File: config.mk
export PLATFORM = sky130hd
export DESIGN_NAME = cpu_control_sequencer_flat
export DESIGN_NICKNAME = d
export VERILOG_FILES = /design/src/rtl/cpu_control_sequencer_pkg.sv /design/src/rtl/cpu_control_sequencer_if.sv /design/src/rtl/cpu_control_sequencer_ring_counter.sv /design/src/rtl/cpu_control_sequencer.sv /design/src/flat_wrapper.sv
export SDC_FILE = /design/constraint.sdc
export NUM_CORES = 1
export LEC_CHECK = 0
export ABC_AREA = 1
export CAP_MARGIN = 10
export CORE_AREA = 2 2 49 51
export DETAILED_ROUTE_END_ITERATION = 6
export DIE_AREA = 0 0 51 53
export GPL_ROUTABILITY_DRIVEN = 0
export HOLD_SLACK_MARGIN = 0.06
export PLACE_DENSITY = 0.74
export SYNTH_ARGS = -nofsm -noshare
export SYNTH_HDL_FRONTEND = slang
export SYNTH_SLANG_ARGS = --single-unit
File: constraint.sdc
create_clock -name clk -period 4.67 [get_ports clk]
set_clock_uncertainty 0.15 [all_clocks]
set_input_delay 0.934 -clock clk [delete_from_list [all_inputs] [get_ports clk]]
set_output_delay 0.934 -clock clk [all_outputs]
set_load 0.05 [all_outputs]
File: src/rtl/cpu_control_sequencer_pkg.sv
// cpu_pkg: shared constants for the 8-bit bus CPU control unit.
//   - opcode constants (upper nibble of the instruction word)
//   - ALU operation select encoding
//   - one-hot T-state constants T1..T7
//   - control word struct and small decode helpers
package cpu_pkg;

    localparam int OPW_DEF = 4;
    localparam int NT_DEF  = 7;

    localparam logic [3:0] OP_LDA = 4'h0;
    localparam logic [3:0] OP_ADD = 4'h1;
    localparam logic [3:0] OP_SUB = 4'h2;
    localparam logic [3:0] OP_MUL = 4'h3;
    localparam logic [3:0] OP_DIV = 4'h4;
    localparam logic [3:0] OP_OUT = 4'hE;
    localparam logic [3:0] OP_HLT = 4'hF;

    typedef enum logic [1:0] {
        ALU_ADD = 2'b00,
        ALU_SUB = 2'b01,
        ALU_MLT = 2'b10,
        ALU_DIV = 2'b11
    } alu_sel_e;

    localparam logic [6:0] T1 = 7'b0000001;
    localparam logic [6:0] T2 = 7'b0000010;
    localparam logic [6:0] T3 = 7'b0000100;
    localparam logic [6:0] T4 = 7'b0001000;
    localparam logic [6:0] T5 = 7'b0010000;
    localparam logic [6:0] T6 = 7'b0100000;
    localparam logic [6:0] T7 = 7'b1000000;

    typedef struct packed {
        logic pc_out;
        logic pc_inc;
        logic mar_load;
        logic ram_out;
        logic ir_load;
        logic ir_out;
        logic a_load;
        logic a_out;
        logic b_load;
        logic alu_en;
        logic out_load;
    } ctrl_t;

    function automatic logic is_alu_op(input logic [3:0] op);
        return (op >= OP_ADD) && (op <= OP_DIV);
    endfunction

endpackage

File: src/rtl/cpu_control_sequencer_if.sv
// Control bus between the sequencer and the datapath.
//   master: sequencer side (takes run/ir_opcode, drives T-state and controls)
//   slave : datapath side (drives run/ir_opcode, consumes controls)
interface cpu_control_sequencer_if #(
    parameter int OPW = 4,
    parameter int NT  = 7
);
    logic           run;
    logic [OPW-1:0] ir_opcode;
    logic [NT-1:0]  tstate;
    logic           pc_out;
    logic           pc_inc;
    logic           mar_load;
    logic           ram_out;
    logic           ir_load;
    logic           ir_out;
    logic           a_load;
    logic           a_out;
    logic           b_load;
    logic [1:0]     alu_sel;
    logic           alu_en;
    logic           out_load;
    logic           halted;

    modport master (
        input  run, ir_opcode,
        output tstate, pc_out, pc_inc, mar_load, ram_out, ir_load, ir_out,
               a_load, a_out, b_load, alu_sel, alu_en, out_load, halted
    );

    modport slave (
        output run, ir_opcode,
        input  tstate, pc_out, pc_inc, mar_load, ram_out, ir_load, ir_out,
               a_load, a_out, b_load, alu_sel, alu_en, out_load, halted
    );
endinterface

File: src/rtl/cpu_control_sequencer_ring_counter.sv
// ring_counter: one-hot T-state ring (bit0 = T1).
//   clk, clr (async, active-high) - clock / reset to T1
//   run      - advance enable
//   halt     - freeze ring while set
//   restart  - jump back to T1 instead of rotating on the next advance
//   tstate   - one-hot current T-state
module ring_counter #(
    parameter int NT = 7
) (
    input  logic          clk,
    input  logic          clr,
    input  logic          run,
    input  logic          halt,
    input  logic          restart,
    output logic [NT-1:0] tstate
);
    always_ff @(posedge clk or posedge clr) begin
        if (clr)
            tstate <= NT'(1);
        else if (run && !halt)
            tstate <= restart ? NT'(1) : {tstate[NT-2:0], tstate[NT-1]};
    end
endmodule

File: src/rtl/cpu_control_sequencer.sv
// cpu_control_sequencer: T-state sequencer and control-word decoder for the
// 8-bit bus CPU.
//   clk  - system clock
//   clr  - asynchronous active-high reset (back to T1, halted cleared)
//   bus  - master side of cpu_control_sequencer_if: run, ir_opcode in;
//          tstate, bus drive/load strobes, alu_sel, alu_en, halted out
// Optional: define SEQ_EARLY_END_EN to restart the ring at T1 right after
// the last non-idle execute state (LDA 5, ALU 7, OUT/NOP 4 states).
module cpu_control_sequencer
    import cpu_pkg::*;
#(
    parameter int OPW = 4,
    parameter int NT  = 7
) (
    input  logic                    clk,
    input  logic                    clr,
    cpu_control_sequencer_if.master bus
);
    logic [NT-1:0]  tstate;
    logic [OPW-1:0] op_q, op_d, op_eff;
    logic [1:0]     sel_q, sel_d;
    logic           halt_q, halt_d;
    logic           advance, restart;
    ctrl_t          ctrl;

    assign advance = bus.run && !halt_q;
    // The latched opcode is only valid after T4, so T4 decodes the IR directly.
    assign op_eff  = tstate[3] ? bus.ir_opcode : op_q;

    ring_counter #(.NT(NT)) u_ring (
        .clk     (clk),
        .clr     (clr),
        .run     (bus.run),
        .halt    (halt_q),
        .restart (restart),
        .tstate  (tstate)
    );

    // State register: opcode latch, ALU select, halt flag.
    always_ff @(posedge clk or posedge clr) begin
        if (clr) begin
            op_q   <= '0;
            sel_q  <= ALU_ADD;
            halt_q <= 1'b0;
        end else begin
            op_q   <= op_d;
            sel_q  <= sel_d;
            halt_q <= halt_d;
        end
    end

    // Next-state: everything is captured at the edge leaving T4.
    always_comb begin
        op_d    = op_q;
        sel_d   = sel_q;
        halt_d  = halt_q;
        restart = 1'b0;
        if (advance && tstate[3]) begin
            op_d = bus.ir_opcode;
            if (is_alu_op(bus.ir_opcode))
                sel_d = 2'(bus.ir_opcode - 1'b1);
            if (bus.ir_opcode == OP_HLT)
                halt_d = 1'b1;
        end
`ifdef SEQ_EARLY_END_EN
        // ALU ops already end at T7; HLT must still step into T5 and freeze.
        if (tstate[3] && op_eff != OP_LDA && !is_alu_op(op_eff) && op_eff != OP_HLT)
            restart = 1'b1;
        if (tstate[4] && op_eff == OP_LDA)
            restart = 1'b1;
`endif
    end

    // Output decode; stalled or halted means no bus drive and no loads.
    always_comb begin
        ctrl = '0;
        if (advance) begin
            if (tstate[0]) begin
                ctrl.pc_out   = 1'b1;
                ctrl.mar_load = 1'b1;
            end
            if (tstate[1])
                ctrl.pc_inc = 1'b1;
            if (tstate[2]) begin
                ctrl.ram_out = 1'b1;
                ctrl.ir_load = 1'b1;
            end
            if (tstate[3]) begin
                if (op_eff == OP_LDA || is_alu_op(op_eff)) begin
                    ctrl.ir_out   = 1'b1;
                    ctrl.mar_load = 1'b1;
                end else if (op_eff == OP_OUT) begin
                    ctrl.a_out    = 1'b1;
                    ctrl.out_load = 1'b1;
                end
            end
            if (tstate[4]) begin
                if (op_eff == OP_LDA) begin
                    ctrl.ram_out = 1'b1;
                    ctrl.a_load  = 1'b1;
                end else if (is_alu_op(op_eff)) begin
                    ctrl.ram_out = 1'b1;
                    ctrl.b_load  = 1'b1;
                end
            end
            if (tstate[6] && is_alu_op(op_eff)) begin
                ctrl.alu_en = 1'b1;
                ctrl.a_load = 1'b1;
            end
        end
    end

    assign bus.tstate   = tstate;
    assign bus.pc_out   = ctrl.pc_out;
    assign bus.pc_inc   = ctrl.pc_inc;
    assign bus.mar_load = ctrl.mar_load;
    assign bus.ram_out  = ctrl.ram_out;
    assign bus.ir_load  = ctrl.ir_load;
    assign bus.ir_out   = ctrl.ir_out;
    assign bus.a_load   = ctrl.a_load;
    assign bus.a_out    = ctrl.a_out;
    assign bus.b_load   = ctrl.b_load;
    assign bus.alu_en   = ctrl.alu_en;
    assign bus.out_load = ctrl.out_load;
    assign bus.alu_sel  = sel_q;
    assign bus.halted   = halt_q;
endmodule

File: src/flat_wrapper.sv
// flat-port wrapper written by rule: the top's interface ports become plain ports
module cpu_control_sequencer_flat import cpu_pkg::*;
#(
    parameter int OPW = 4,
    parameter int NT  = 7
)
  (clk, clr, bus_run, bus_ir_opcode, bus_tstate, bus_pc_out, bus_pc_inc, bus_mar_load, bus_ram_out, bus_ir_load, bus_ir_out, bus_a_load, bus_a_out, bus_b_load, bus_alu_sel, bus_alu_en, bus_out_load, bus_halted);
  cpu_control_sequencer_if #(.OPW(OPW), .NT(NT)) bus_i ();
  input  logic clk;
  input  logic clr;
  input wire logic [$bits(bus_i.run)-1:0] bus_run;
  input wire logic [$bits(bus_i.ir_opcode)-1:0] bus_ir_opcode;
  output wire logic [$bits(bus_i.tstate)-1:0] bus_tstate;
  output wire logic [$bits(bus_i.pc_out)-1:0] bus_pc_out;
  output wire logic [$bits(bus_i.pc_inc)-1:0] bus_pc_inc;
  output wire logic [$bits(bus_i.mar_load)-1:0] bus_mar_load;
  output wire logic [$bits(bus_i.ram_out)-1:0] bus_ram_out;
  output wire logic [$bits(bus_i.ir_load)-1:0] bus_ir_load;
  output wire logic [$bits(bus_i.ir_out)-1:0] bus_ir_out;
  output wire logic [$bits(bus_i.a_load)-1:0] bus_a_load;
  output wire logic [$bits(bus_i.a_out)-1:0] bus_a_out;
  output wire logic [$bits(bus_i.b_load)-1:0] bus_b_load;
  output wire logic [$bits(bus_i.alu_sel)-1:0] bus_alu_sel;
  output wire logic [$bits(bus_i.alu_en)-1:0] bus_alu_en;
  output wire logic [$bits(bus_i.out_load)-1:0] bus_out_load;
  output wire logic [$bits(bus_i.halted)-1:0] bus_halted;
  assign bus_i.run = bus_run;
  assign bus_i.ir_opcode = bus_ir_opcode;
  assign bus_tstate = bus_i.tstate;
  assign bus_pc_out = bus_i.pc_out;
  assign bus_pc_inc = bus_i.pc_inc;
  assign bus_mar_load = bus_i.mar_load;
  assign bus_ram_out = bus_i.ram_out;
  assign bus_ir_load = bus_i.ir_load;
  assign bus_ir_out = bus_i.ir_out;
  assign bus_a_load = bus_i.a_load;
  assign bus_a_out = bus_i.a_out;
  assign bus_b_load = bus_i.b_load;
  assign bus_alu_sel = bus_i.alu_sel;
  assign bus_alu_en = bus_i.alu_en;
  assign bus_out_load = bus_i.out_load;
  assign bus_halted = bus_i.halted;
  cpu_control_sequencer #(.OPW(OPW), .NT(NT)) u_core (.clk(clk), .clr(clr), .bus(bus_i));
endmodule
After elaboration in Yosys (flattened, before gate mapping)
Cells that the tools add are included.
{"block": "word_totals", "register_bits": 14, "latch_bits": 0, "ramBits": 0, "romBits": 0, "input_bits": 7, "out_inout_bits": 21, "word_cells": 43, "memories": 0}
{"block": "classes", "addsub": 1, "mul": 0, "div_mod_pow": 0, "order_cmp": 4, "n_eq_ne": 2, "n_shift": 0, "mux": 22, "n_bitwise": 0, "reduce_logical": 10}
{"cell": "2-to-1 mux 1 bit", "count": 19}
{"cell": "2-to-1 mux 11 bit", "count": 1}
{"cell": "== test 4 bit, second input constant", "count": 2}
{"cell": ">= comparator 4 x 1 -> 1 bit, second input constant", "count": 2}
{"cell": "<= comparator 4 x 3 -> 1 bit, second input constant", "count": 2}
{"cell": "logical AND 1 bit", "count": 5}
{"cell": "logical NOT 4 bit", "count": 1}
{"cell": "2-to-1 mux 4 bit", "count": 1}
{"cell": "AND reduction 2 bit", "count": 2}
{"cell": "2-to-1 mux 2 bit", "count": 1}
{"cell": "subtractor 2 x 1 -> 2 bit, second input constant", "count": 1}
{"cell": "logical NOT 1 bit", "count": 1}
{"cell": "logical OR 1 bit", "count": 1}

Depth between registers and ports, before layout
Gate-level depths: netlist of run 1.
{"block": "logic_depth", "depth_word": 7, "depth_mapped": 8, "depth_no_buf": 8}

Hierarchy
A second synthesis of run 1 with hierarchy kept.
{"block": "hier_totals", "cells_unflattened": 136, "hier_area_um2": 955.9}
{"mod": "cpu_control_sequencer", "n_inst": 1, "cells_each": 88, "area_each_um2": 615.6, "seq_area_each_um2": 175.2}
{"mod": "ring_counter", "n_inst": 1, "cells_each": 48, "area_each_um2": 340.3, "seq_area_each_um2": 176.4}

Worst setup path after synthesis of run 1
No wires, ideal clock.
{"block": "synth_path", "kind": "input to output", "start": "input port bus_run", "end": "output port bus_out_load", "arrival_ns": 3.274, "t_required_ns": 3.586, "path_slack_ns": 0.312, "cell_stages": 5, "n_path_buf": 1, "path_cell_list": "inv_1 -> nor2_8 -> nand2_2 -> nor4_1 -> buf_4"}
{"block": "synth_between", "elab_chain_cells": 2}
{"element": "start: declaration", "line_no": "flat_wrapper.sv:11", "text": "input wire logic [$bits(bus_i.run)-1:0] bus_run;"}
{"element": "logical AND 1 bit", "line_no": "cpu_control_sequencer.sv:26", "text": "assign advance = bus.run && !halt_q;"}
{"element": "2-to-1 mux 11 bit", "line_no": "cpu_control_sequencer.sv:77", "text": "if (advance) begin"}
{"element": "end: declaration", "line_no": "flat_wrapper.sv:25", "text": "output wire logic [$bits(bus_i.out_load)-1:0] bus_out_load;"}
Every way passes these cells.

Final worst setup path of run 1
{"block": "layout_path", "start": "input port bus_run", "end": "output port bus_a_out"}
{"block": "layout_between", "elab_chain_cells": 2}
{"element": "logical AND 1 bit", "line_no": "cpu_control_sequencer.sv:26"}
{"element": "2-to-1 mux 11 bit", "line_no": "cpu_control_sequencer.sv:77"}
{"element": "end: declaration", "line_no": "flat_wrapper.sv:21", "text": "output wire logic [$bits(bus_i.a_out)-1:0] bus_a_out;"}
Every way passes these cells.

==> results.sh, run 1 <==
export IMPL_yosysTopAreaCellShare_pct=38.98
export IMPL_cts_tree="yes"
export IMPL_nNetsFinal=149
export IMPL_ant_nets=0
export IMPL_drtIter0Drc=17
export IMPL_clkPwrFrac_pct=15.2
export IMPL_start_kind="input pin"
export IMPL_ys_warn_count=0
export IMPL_clkLatencyLatePin_ns=0.28
export IMPL_final_hold_viol_count=0
export IMPL_synth_fa_ha_area_share_pct=5.997
export IMPL_p_leak_uw=0.0005851
export IMPL_placed_cell_area_sq_mm=0.001121
export IMPL_min_period_over_period_pct=87.04
export IMPL_rsz0062_at_grt="false"
export IMPL_status="complete, no violations"
export IMPL_cts_made_buffers=3
export IMPL_vdd_ir_drop_worst_mv=0.2402
export IMPL_pre_cts_ws_ns=0.6013
export IMPL_synthTopCellsByArea="dfrtp_1 39%, nand2_1 12%, inv_1 9.4%"
export IMPL_synth_top_family_by_area="simple AND/OR/NAND/NOR gates"
export IMPL_whs_ns=0.3464
export IMPL_clock_sinks=14
export IMPL_io_pin_count=28
export IMPL_die_w_um=51
export IMPL_timing_slew_headroom_pct=63.51
export IMPL_switching_power_uw=268.8
export IMPL_power_density_mw_per_mm2=495.2
export IMPL_pwr_share_seq_pct=32.5
export IMPL_worst_path_max_fanout=10
export IMPL_p_comb_share_pct=52.3
export IMPL_die_height_um=53
export IMPL_start_util_pct=38.85
export IMPL_min_path_type="reg2reg"
export IMPL_diodes=0
export IMPL_min_period_ns=4.065
export IMPL_die_area_sq_mm=0.002703
export IMPL_synth_cells=108
export IMPL_routedWlPerCell_um=11.12
export IMPL_grt_pass1_wl_um=3208
export IMPL_grt_usage_pct=16.21
export IMPL_synth_nets=119
export IMPL_coreArea_sq_mm=0.002148
export IMPL_drive_above_1_share_pct=10.22
export IMPL_overflow=0
export IMPL_antenna_found_initial=0
export IMPL_drc=0
export IMPL_yosys_area_top_type="dfrtp_1"
export IMPL_finish_instance_area_sq_mm=0.001157
export IMPL_ys_seq_elements=14
export IMPL_grt_max_degree=15
export IMPL_synth_edff_count=0
export IMPL_vias_per_cell=4.539
export IMPL_fin_setup_tns_ns=0
export IMPL_timing_final_ws_setup_ns=0.6053
export IMPL_syn2layout_area_growth_pct=38.68
export IMPL_drt_pre_antenna_iters=4
export IMPL_cts_setup_buffers=0
export IMPL_finalSetupViolations=0
export IMPL_synth_area_mux_share_pct=0
export IMPL_syn_area_per_cell_sq_um=7.727
export IMPL_wl_um=1834
export IMPL_path_clk_slew_ns=0.08
export IMPL_num_rows=17
export IMPL_worstSetupPathType="in2out"
export IMPL_async_flop_share_pct=100.0
export IMPL_synth_compound_area_share_pct=13.49
export IMPL_dr_total_vias=749
export IMPL_synth_seq_area_share_pct=42.13
export IMPL_timing_fmax_ghz=0.2460
export IMPL_synth_distinct_cells=19
export IMPL_synth_simple_area_share_pct=25.94
export IMPL_synth_xor_area_share_pct=0
export IMPL_root_buffer="clkbuf_4"
export IMPL_cts_resized=0
export IMPL_htree_levels=1
export IMPL_dp_hpwl_um=1481
export IMPL_portBuffers=27
export IMPL_cp_arrival_ns=2.98
export IMPL_cts_hold_fix_buffers=0
export IMPL_cp_end_kind="output pin"
export IMPL_swShare_pct=46.90
export IMPL_cap_violations=0
export IMPL_grt_pass1_vias=776
export IMPL_tightest_slew_ns=0.5468
export IMPL_slew_violations=0
export IMPL_cts_buffer_depth=2
export IMPL_p_int_uw=304.3
export IMPL_crit_required_ns=3.59
export IMPL_ys_dominant_reg_cell="dfrtp_1"
export IMPL_syn_area_sq_um=834.6
-- worst max-delay path, stage by stage --
cell and delay [ns]:
clkdlybuf4s50_1 0.45, inv_1 0.08, nor2_8 0.19, nand2_2 0.08
nor4_1 0.37, clkdlybuf4s50_1 0.87
-- layout make-up --
class | instances | area (sq um)
inverter | 22 | 85.08
tap | 28 | 35.03
timing repair buffer | 27 | 270.3
multi-input combinational | 70 | 379.1
sequential | 14 | 351.6
fill | 203 | 991.0
clock buffer | 4 | 36.28
-- worst paths after layout --
path	start	to	slack, ns	cells past startpoint
min in group asynchronous	clr	u_core.u_ring.tstate[4]$_DFFE_PP0P_	0.84	2
max in group asynchronous	clr	u_core.u_ring.tstate[0]$_DFFE_PP1P_	3.16	2
setup / recovery	bus_run	bus_a_out	0.61	6
setup reg to reg	u_core.bus.halted$_DFFE_PP0P_	u_core.bus.alu_sel[0]$_DFFE_PP0P_	3.30	6
hold reg to reg	u_core.op_q[2]$_DFFE_PP0P_	u_core.op_q[2]$_DFFE_PP0P_	0.35	2
hold / removal	u_core.op_q[2]$_DFFE_PP0P_	u_core.op_q[2]$_DFFE_PP0P_	0.35	2
-- power groups by stage --
stage               Clock [uW]  Combinational [uW]  Sequential (uW)
detailed placement           0                 301              189
global placement             0                 296              187
finish                    87.0                 300              186
CTS                       91.7                 302              186
global route              96.1                 328              192
floorplan                    0                 148              253
-- layout by cell type (no fill, tap or decap), types with 4 or more instances in the layout --
cell type         n
o21ai_1           4
inv_1            21
o21bai_1          5
clkdlybuf4s50_1  27
ha_1              4
o21ai_0          10
dfrtp_1          13
nand2_1          26
nor2_1            9
-- Yosys cell counts, types with 2 or more instances --
cell	n
nand2_2	3
nor2_2	3
ha_1	4
o21bai_1	5
o21ai_0	10
inv_1	21
nand2_1	26
o21ai_1	4
nand3_1	2
dfrtp_1	13
nor2_1	9
-- per-layer routing --
layer	vias to the layer above	part of all wire, %	track usage, %
met3	6	2.1	2.542
met1	340	47	19.75
met2	15	47	25.32
met5	-	0	0
met4	0	3.7	13.06
li1	388	-	-
-- through the flow --
step                std cells  power, uW  utilization (%)
finish                    165      573.1            53.87
detailed placement        161      490.1            52.18
CTS                       165      580.2            53.87
global placement          161      482.9            52.18
global route              165      615.6            53.87
floorplan                 108      401.5                -
-- flip-flops by register name, summed over array words and instances, names as in the netlist --
name,cells
u_core.bus.alu_sel,2
u_core.u_ring.tstate,7
u_core.op_q,4
u_core.bus.halted,1
-- logic make-up after synthesis --
logic type,count (synthesis)
AND/OR/NAND/NOR,46
buffers and inverters,24
flip-flops,14
AO/OA/AOI/OAI,20
adder cells (fa/ha/maj),4
Power figures use the tool's default switching activity.
==> run 2: changes to the inputs <==
Settings changed: PLACE_DENSITY 0.74 to 0.69.
==> results.sh, run 2 (synthesis gave the netlist of run 1 again) <==
export IMPL_dp_hpwl_um=1377
export IMPL_p_leak_uw=0.0005851
export IMPL_overflow=0
export IMPL_drc=0
export IMPL_timing_fmax_ghz=0.2467
export IMPL_tightest_slew_ns=0.5156
export IMPL_io_pin_count=28
export IMPL_cp_arrival_ns=2.97
export IMPL_start_kind="input pin"
export IMPL_die_area_sq_mm=0.002703
export IMPL_num_rows=17
export IMPL_fin_setup_tns_ns=0
export IMPL_rsz0062_at_grt="false"
export IMPL_start_util_pct=38.85
export IMPL_drive_above_1_share_pct=10.22
export IMPL_r2r_cells=6
export IMPL_drtIter0Drc=3
export IMPL_clock_sinks=14
export IMPL_dr_total_vias=743
export IMPL_slew_violations=0
export IMPL_final_common_cell="clkdlybuf4s50_1"
export IMPL_root_buffer="clkbuf_4"
export IMPL_portBuffers=27
export IMPL_grt_max_degree=15
export IMPL_worst_path_max_fanout=10
export IMPL_grt_usage_pct=15.46
export IMPL_min_from="u_core.op_q[0]$_DFFE_PP0P_"
export IMPL_vdd_ir_drop_worst_mv=0.2562
export IMPL_path_delay_family="buffers and inverters"
export IMPL_coreArea_sq_mm=0.002148
export IMPL_critPathMaxStageDelay_ns=0.87
export IMPL_die_height_um=53
export IMPL_cap_violations=0
export IMPL_diodes=0
export IMPL_antenna_found_initial=0
export IMPL_cts_hold_fix_buffers=0
export IMPL_cts_buffer_depth=2
export IMPL_final_hold_viol_count=0
export IMPL_reg2reg_setup_slack_ns=3.29
export IMPL_crit_required_ns=3.59
export IMPL_hold_path_depth=2
export IMPL_grt_pass1_wl_um=3042
export IMPL_power_density_mw_per_mm2=495.0
export IMPL_die_w_um=51
export IMPL_status="complete, no violations"
export IMPL_path_cells="clkdlybuf4s50_1 -> inv_1 -> nor2_8 -> nand2_2 -> nor4_1 -> clkdlybuf4s50_1"
export IMPL_path_common_cell="clkdlybuf4s50_1"
export IMPL_ant_nets=0
export IMPL_r2r_end="u_core.bus.alu_sel[0]$_DFFE_PP0P_"
export IMPL_cp_num_buf_inv=3
export IMPL_vias_per_cell=4.503
export IMPL_whs_ns=0.3468
export IMPL_final_cell_mix="27 x clkdlybuf4s50_1, 26 x nand2_1, 21 x inv_1"
export IMPL_cts_made_buffers=3
export IMPL_wl_um=1732
export IMPL_min_path_type="reg2reg"
export IMPL_min_period_over_period_pct=86.80
export IMPL_syn2layout_area_growth_pct=38.68
export IMPL_cts_tree="yes"
export IMPL_htree_levels=1
export IMPL_drt_pre_antenna_iters=3
export IMPL_reg2reg_from="u_core.bus.halted$_DFFE_PP0P_"
export IMPL_regMostFlops="u_core.u_ring.tstate"
export IMPL_largest_register_ffs=7
export IMPL_nNetsFinal=149
export IMPL_cts_resized=0
export IMPL_grt_pass1_vias=726
export IMPL_timing_slew_headroom_pct=65.59
export IMPL_finalSetupViolations=0
export IMPL_clkLatencyLatePin_ns=0.29
export IMPL_routedWlPerCell_um=10.50
export IMPL_min_to="u_core.op_q[0]$_DFFE_PP0P_"
export IMPL_path_clk_slew_ns=0.09
export IMPL_critPathSlowestCell="clkdlybuf4s50_1"
export IMPL_cp_end_kind="output pin"
export IMPL_worstSetupPathType="in2out"
export IMPL_cts_setup_buffers=0
export IMPL_min_period_ns=4.054
==> run 2: how the worst max path moves through the flow <==
stage,start,to,slack (ns),depth (start not counted)
2_1_floorplan,bus_run,bus_out_load,0.31,5
3_3_place_gp,bus_run,bus_a_out,0.66,6
3_5_place_dp,bus_run,bus_out_load,0.61,6
4_1_cts,bus_run,bus_out_load,0.60,6
5_1_grt,bus_run,bus_a_out,0.49,6
6_report,bus_run,bus_out_load,0.62,6
==> run 2: cell type report <==
cell class	instances	area, sq um
clock buffer	4	36.28
fill	191	991.0
inverter	22	85.08
multi-input combinational	70	379.1
sequential	14	351.6
tap	28	35.03
timing repair buffer	27	270.3
==> run 2: worst reg2reg max path: stages, from the launching register on <==
cell     delay (ns)
dfrtp_1        0.46
nor2_8         0.24
nand2_4        0.11
nor2_2         0.11
nand2_2        0.08
nand2_1        0.06
o21ai_1        0.06
==> run 2: stage by stage <==
step	setup WS (ns)	instance area [sq um]	std cells	power [uW]	util (%)
4_1_cts	0.6003	1157	165	578.9	53.87
3_5_place_dp	0.6050	1121	161	487.1	52.18
5_1_grt	0.4857	1157	165	615.8	53.87
2_1_floorplan	0.3121	834.6	108	401.5	-
6_report	0.6165	1157	165	572.9	53.87
3_3_place_gp	0.6607	1121	161	482.4	52.18
==> run 2: power by group <==
part / internal (uW) / switching (uW) / total [uW]
clock: 47.5 / 42.7 / 90.2
combinational: 98.8 / 200 / 298
sequential: 158 / 26.2 / 184
total: 304 / 269 / 573
==> run 2: metal layers <==
metal | part of all wire, % | wire length [um] | vias to the layer above | track usage, %
li1 | - | - | 389 | -
met2 | 45 | 786 | 14 | 22.73
met1 | 49 | 844 | 335 | 20.56
met4 | 3.2 | 55 | 0 | 12.16
met3 | 2.6 | 45 | 5 | 1.695
met5 | 0 | 0 | - | 0
